## config.mk

```make
export PLATFORM = sky130hd
export DESIGN_NAME = load_unit
export DESIGN_NICKNAME = d
export VERILOG_FILES = /design/src/rtl/load_unit.sv
export SDC_FILE = /design/constraint.sdc
export NUM_CORES = 1
export LEC_CHECK = 0
export CAP_MARGIN = 20
export CORE_ASPECT_RATIO = 0.7
export CORE_MARGIN = 3
export CORE_UTILIZATION = 45
export CTS_BUF_LIST = sky130_fd_sc_hd__clkbuf_16
export DETAILED_ROUTE_END_ITERATION = 10
export DONT_BUFFER_PORTS = 1
export SYNTH_ARGS = -nofsm -noshare
export SYNTH_HDL_FRONTEND = slang
export SYNTH_SLANG_ARGS = --single-unit
```

## constraint.sdc

```tcl
create_clock -name CLK -period 1.8 [get_ports CLK]
set_clock_uncertainty 0.05 [all_clocks]
set_input_delay 0.36 -clock CLK [delete_from_list [all_inputs] [get_ports CLK]]
set_output_delay 0.36 -clock CLK [all_outputs]
set_load 0.05 [all_outputs]
```

## src/rtl/load_unit.sv

```systemverilog
// Load execution stage: one word-aligned memory read per load, byte/half/word
// extraction with sign or zero extension, and misaligned/illegal/timeout faults.
module load_unit #(
   parameter int XLEN    = 32,
   parameter int TIMEOUT = 15
) (
   input  logic            CLK,
   input  logic            reset,
   input  logic            start,
   input  logic [2:0]      funct3,
   input  logic [XLEN-1:0] addr_in,
   input  logic [4:0]      rd_idx_in,
   output logic            busy,
   output logic            mem_req,
   output logic [XLEN-1:0] mem_addr,
   input  logic            mem_ack,
   input  logic [31:0]     mem_rdata,
   output logic            wb_valid,
   output logic [4:0]      wb_rd,
   output logic [XLEN-1:0] wb_data,
   output logic            fault,
   output logic [1:0]      fault_cause
);

   // Handshake: mem_req rises on entry to WAIT and, together with mem_addr,
   // stays stable until the first cycle mem_ack is seen high; that cycle
   // transfers mem_rdata. mem_ack in any other state is ignored.

   localparam int CW = (TIMEOUT > 1) ? $clog2(TIMEOUT) : 1;

   typedef enum logic [2:0] {
      IDLE  = 3'd0,
      CHECK = 3'd1,
      WAIT  = 3'd2,
      DONE  = 3'd3,
      ERR   = 3'd4
   } state_t;

   state_t          state;
   logic [2:0]      f3_q;
   logic [XLEN-1:0] addr_q;
   logic [4:0]      rd_q;
   logic [CW-1:0]   cnt;

   logic            illegal;
   logic            misaligned;
   logic [7:0]      byte_v;
   logic [15:0]     half_v;
   logic [XLEN-1:0] word_v;
   logic [XLEN-1:0] ext;

   assign busy = (state != IDLE);

   always_comb begin
      illegal = 1'b0;
      case (f3_q)
         3'b000, 3'b001, 3'b010, 3'b100, 3'b101: illegal = 1'b0;
         default:                                illegal = 1'b1;
      endcase
   end

   always_comb begin
      misaligned = 1'b0;
      case (f3_q)
         3'b001, 3'b101: misaligned = addr_q[0];
         3'b010:         misaligned = (addr_q[1:0] != 2'b00);
         default:        misaligned = 1'b0;
      endcase
   end

   // Extraction works on the live read word so the result registers on the ack edge.
   always_comb begin
      byte_v       = mem_rdata[{addr_q[1:0], 3'b000} +: 8];
      half_v       = mem_rdata[{addr_q[1], 4'b0000} +: 16];
      word_v       = '0;
      word_v[31:0] = mem_rdata;
      case (f3_q)
         3'b000:  ext = {{(XLEN-8){byte_v[7]}}, byte_v};
         3'b001:  ext = {{(XLEN-16){half_v[15]}}, half_v};
         3'b100:  ext = {{(XLEN-8){1'b0}}, byte_v};
         3'b101:  ext = {{(XLEN-16){1'b0}}, half_v};
         default: ext = word_v;
      endcase
   end

   always_ff @(posedge CLK) begin
      if (!reset) begin
         state       <= IDLE;
         f3_q        <= '0;
         addr_q      <= '0;
         rd_q        <= '0;
         cnt         <= '0;
         mem_req     <= 1'b0;
         mem_addr    <= '0;
         wb_valid    <= 1'b0;
         wb_rd       <= '0;
         wb_data     <= '0;
         fault       <= 1'b0;
         fault_cause <= 2'b00;
      end else begin
         wb_valid    <= 1'b0;
         fault       <= 1'b0;
         fault_cause <= 2'b00;
         case (state)
            IDLE: begin
               if (start) begin
                  f3_q   <= funct3;
                  addr_q <= addr_in;
                  rd_q   <= rd_idx_in;
                  state  <= CHECK;
               end
            end
            CHECK: begin
               cnt <= '0;
               if (illegal) begin
                  fault       <= 1'b1;
                  fault_cause <= 2'b10;
                  state       <= ERR;
               end else if (misaligned) begin
                  fault       <= 1'b1;
                  fault_cause <= 2'b01;
                  state       <= ERR;
               end else begin
                  mem_req  <= 1'b1;
                  mem_addr <= {addr_q[XLEN-1:2], 2'b00};
                  state    <= WAIT;
               end
            end
            WAIT: begin
               // An ack on the final allowed cycle still completes the load.
               if (mem_ack) begin
                  mem_req  <= 1'b0;
                  wb_valid <= 1'b1;
                  wb_rd    <= rd_q;
                  wb_data  <= ext;
                  state    <= DONE;
               end else if (cnt == CW'(TIMEOUT - 1)) begin
                  mem_req     <= 1'b0;
                  fault       <= 1'b1;
                  fault_cause <= 2'b11;
                  state       <= ERR;
               end else begin
                  cnt <= cnt + CW'(1);
               end
            end
            DONE:    state <= IDLE;
            ERR:     state <= IDLE;
            default: state <= IDLE;
         endcase
      end
   end

endmodule

```

# == Word-level counts from Yosys, hierarchy flattened ==
# Cells that the tools add are included.
# W data, S select, Z words.
# classes
addsub,1
muxes,27
n_shift,2
reduce_logical,14
n_eq_ne,13
n_bitwise,1
# ops
operator,count
$pmux W32 S4,1
$shiftx A32 B6 Y16,1
$shiftx A32 B6 Y8,1
$mux W3,5
$mux W1,10
$pmux W3 S3,1
$mux W4,2
$ne A2 B2 Y1 const B,4
$pmux W4 S2,1
$reduce_and A2 Y1,4
$eq A3 B1 Y1 const B,2
$eq A3 B2 Y1 const B,2
$eq A3 B3 Y1 const B,2
$logic_not A3 Y1,2
$mux W2,3
$pmux W1 S2,3
$reduce_and A3 Y1,2
$reduce_or A5 Y1,1
$add A4 B1 Y4 const B,1
$eq A4 B4 Y1 const B,1
$pmux W2 S2,1
$reduce_and A4 Y1,1
$reduce_bool A2 Y1,2
$ne A3 B3 Y1 const B,1
other kinds (4),4
# word_totals
ff_bits,119

# == Logic depth before layout (Yosys ltp) ==
# logic_depth
ltp_word,6
depth_mapped,7

# == Worst setup path before layout ==
# Ideal clock, no wire load.
# synth_timing
kind,register -> register
start,reg f3_q[0]
end,reg mem_addr[10]
slack_ns,0.129
period_less_slack_ns,1.671
arrival_ns,1.485
required_time_ns,1.614
n_path_buf,2
path_stages_with_launch,7
path_cell_list,dfxtp_1 buf_6 or4_4 a21o_1 buf_2 nand2_1 a21oi_2
# synth_via
elab_chain_cells,5
# synth_lines
element,line_no,source
"start, declared",40,logic [2:0] f3_q;
"start signal, assigned",107,f3_q <= funct3;
$eq A3 B3 Y1 / $eq A3 B1 Y1 (equally long branches),"56, 64",
$reduce_or A2 Y1,64,case (f3_q)
$pmux W1 S2,64,
$not A1 Y1 (no source line),-,
$reduce_and A3 Y1 (no source line) (*),-,
"end signal, assigned",125,"mem_addr <= {addr_q[XLEN-1:2], 2'b00};"
"end, declared",15,"output logic [XLEN-1:0] mem_addr,"
# Every way passes the cells marked *; elsewhere a longest branch is shown, timed or not.
# A chain may end at the register's enable or synchronous reset.

# == Final worst setup path ==
# layout_timing
start,reg state[2]
end,out busy
# layout_via
elab_chain_cells,1
# layout_lines
element,line_no,source
"start, declared",39,state_t state;
"start signal, assigned",88,state <= IDLE;
"start signal, assigned",110,state <= CHECK;
"start signal, assigned",118,state <= ERR;
$reduce_bool A3 Y1,52,assign busy = (state != IDLE);
"end, declared",13,"output logic busy,"
# No other way between the ends.

==> impl_metrics.tcl <==
set metrics [dict create \
    htreeDepth 4 \
    synth_ff_type "dfxtp_1" \
    r2r_slack_ns 0.14 \
    critPathLaunchType "register" \
    synth.largest_area_cell "dfxtp_1" \
    slew_headroom 0.631 \
    clk_latency_ns 0.40 \
    gp_congestion 0.852 \
    endpoint "busy" \
    antenna_found_initial 0 \
    min_period_ns 1.75 \
    seqCellArea_um2 2380 \
    track_usage 0.212 \
    cts.clk_slew.worst_paths_ns 0.06 \
    grt_max_degree 50 \
    ys_ff_latch 119 \
    cp-end-kind "primary output" \
    intPower_w 0.00532 \
    nNetsFinal 664 \
    tightest_slew_ns 0.552 \
    final_util 0.562 \
    power_switching_share 0.260 \
    synth_common_cells "nand2_1, dfxtp_1, a21oi_1" \
    dieArea_um2 12000 \
    io_buffers 0 \
    critPathArrivalTime_ns 1.34 \
    root_buffer "clkbuf_16" \
    vias 4097 \
    fmax_mhz 572 \
    synth_area_leaders "dfxtp_1, nand2_1, a21oi_1" \
    clkSinkCount 119 \
    rows 30 \
    path_class "reg2out" \
    yosys.area.top_type_share 0.496 \
    firstDrtPassIters 5 \
    ctsHoldBuffers 0 \
    leakagePower_nw 2.06 \
    final-max-slew-violation-count 0 \
    netlist_instances 586 \
    syn_avg_cell_area_um2 8.20 \
    numCtsBuffers 17 \
    cp-startpoint "state[2]$_SDFFE_PN0P_" \
    final_layout_size_suffix_gt1_frac 0.147 \
    fin_crit_sh 0.971 \
    hp-class "in2reg" \
    fillCellCount 950 \
    yosysSeqAreaShare 0.496 \
    rsz0062_at_grt "no" \
    synth.most_common_cell "nand2_1" \
    syn_to_final_growth_pct 17.7 \
    hold_violations 0 \
    io_pins 151 \
    dpl.hpwl_um 8790 \
    synth-edff-count 0 \
    r2r-end "mem_addr[5]$_SDFFE_PN0P_" \
    grt_pass1_wl_um 19900 \
    power_density_nw_per_um2 1270 \
    setup_tns_ns 0 \
    grt_overflow 0 \
    die_h_um 92.5 \
    via_per_inst 5.64 \
    coreArea_um2 10100 \
    n_antenna_cell 0 \
    setup_violations 0 \
    die_w_um 130 \
    holdWs_ns 0.0413 \
    clockBufferDepth 2 \
    routed_wirelength_um 12700 \
    syn-cell-area_um2 4800 \
    crit_fanout 5 \
    required_ns 1.39 \
    cts_tree "built" \
    post-cts-setup-buffers 0 \
    synth_cell_types 45 \
    clkPwrFrac 0.484 \
    reg2reg_from "state[0]$_SDFFE_PN0P_" \
    drc_errors 0 \
    ys_async_sr_fraction 0 \
    pwr-share-seq 0.422 \
    p_comb_frac 0.094 \
    ir_drop_mv 0.670 \
    multi_input_area_um2 2180 \
    worstRegToRegCells 5 \
    drtAntennaViolNets 0 \
    wire_per_inst_um 17.5 \
    yosys_warnings 0 \
    start_util 0.478 \
    drt-initial-drc-count 435 \
    max-cap-violations 0 \
    power.switching_w 0.00187 \
    grt_pass1_vias 3700 \
    status "finished clean" \
]
==> state kept, by name, indices dropped and copies added (netlist names) <==
register and count:
wb_valid 1, cnt 4, wb_data 32, f3_q 3
addr_q 32, mem_addr 30, mem_req 1, wb_rd 5
fault_cause 2, fault 1, rd_q 5, state 3
==> timing repair <==
item,CTS,global route
resized for setup,1,2
setup endpoints to repair,1,1
cloned,0,0
pin swaps,0,1
==> worst max-delay path, stage by stage (launching register included) <==
cell and delay, ns:
dfxtp_2 0.33, buf_4 0.15, or3_4 0.46
==> routing by layer <==
metal  wire length, um  global-route usage
met5                 0                   0
met4                97              0.0606
met3              1480               0.101
met2              5280               0.283
met1              5860               0.302
==> area by class of cell <==
class | count | area share
sequential | 119 | 0.422
multi-input combinational | 416 | 0.386
clock buffer | 17 | 0.0753
timing repair buffer | 29 | 0.0540
clock inverter | 15 | 0.0330
tap | 128 | 0.0283
inverter | 3 | 0.00199
==> placed cells by master (no fill, tap or decap), types with 3 or more instances in the layout <==
cell / synthesis / final
mux2_2: 8 / 8
a21oi_2: 11 / 11
a22o_1: 7 / 7
nand2_1: 174 / 174
clkinvlp_4: 0 / 3
a21oi_1: 102 / 102
clkbuf_16: 0 / 17
nor3_1: 4 / 4
buf_4: 2 / 22
a31oi_1: 7 / 7
nor3b_1: 3 / 3
o21ai_0: 33 / 33
dfxtp_1: 119 / 117
bufinv_16: 0 / 4
mux2i_1: 7 / 7
nand3_1: 6 / 6
buf_12: 0 / 7
clkinv_2: 0 / 3
o221ai_1: 6 / 6
a22oi_1: 8 / 8
nor2_1: 9 / 9
inv_1: 3 / 4
==> power groups by stage <==
stage          clock, W  combinational, W  sequential, W
5_1_grt         0.00371          0.000751        0.00305
3_3_place_gp          0          0.000666        0.00308
4_1_cts         0.00355          0.000685        0.00303
3_5_place_dp          0          0.000677        0.00309
2_1_floorplan         0          0.000503        0.00308
6_report        0.00348          0.000678        0.00303
==> worst min path at each step <==
stage / startpoint / endpoint / cells past startpoint
2_1_floorplan: addr_q[22]$_SDFFE_PN0P_ / mem_addr[22]$_SDFFE_PN0P_ / 2
3_3_place_gp: addr_q[24]$_SDFFE_PN0P_ / mem_addr[24]$_SDFFE_PN0P_ / 2
3_5_place_dp: addr_q[29]$_SDFFE_PN0P_ / mem_addr[29]$_SDFFE_PN0P_ / 2
4_1_cts: addr_in[10] / addr_q[10]$_SDFFE_PN0P_ / 2
5_1_grt: funct3[1] / f3_q[1]$_SDFFE_PN0P_ / 2
6_report: addr_in[10] / addr_q[10]$_SDFFE_PN0P_ / 2
==> cells by family after synthesis <==
group | count (synthesis) | synth area share
multiplexers | 16 | 0.0357
flip-flops | 119 | 0.496
other | 1 | 0.000781
buffers and inverters | 52 | 0.0536
AND/OR/NAND/NOR | 211 | 0.183
XOR/XNOR | 1 | 0.00182
adder cells (fa/ha/maj) | 2 | 0.00521
AO/OA/AOI/OAI | 184 | 0.224
==> per-stage QoR <==
step           setup slack, ns  instance area, um^2  total power [W]  cells
4_1_cts                0.00359                 5660          0.00726    728
3_3_place_gp             0.193                 5040          0.00375    696
6_report                0.0530                 5650          0.00719    727
2_1_floorplan            0.129                 4810          0.00358    587
5_1_grt                 0.0153                 5650          0.00750    727
3_5_place_dp             0.184                 5040          0.00376    696
Power figures use the tool's default switching activity.
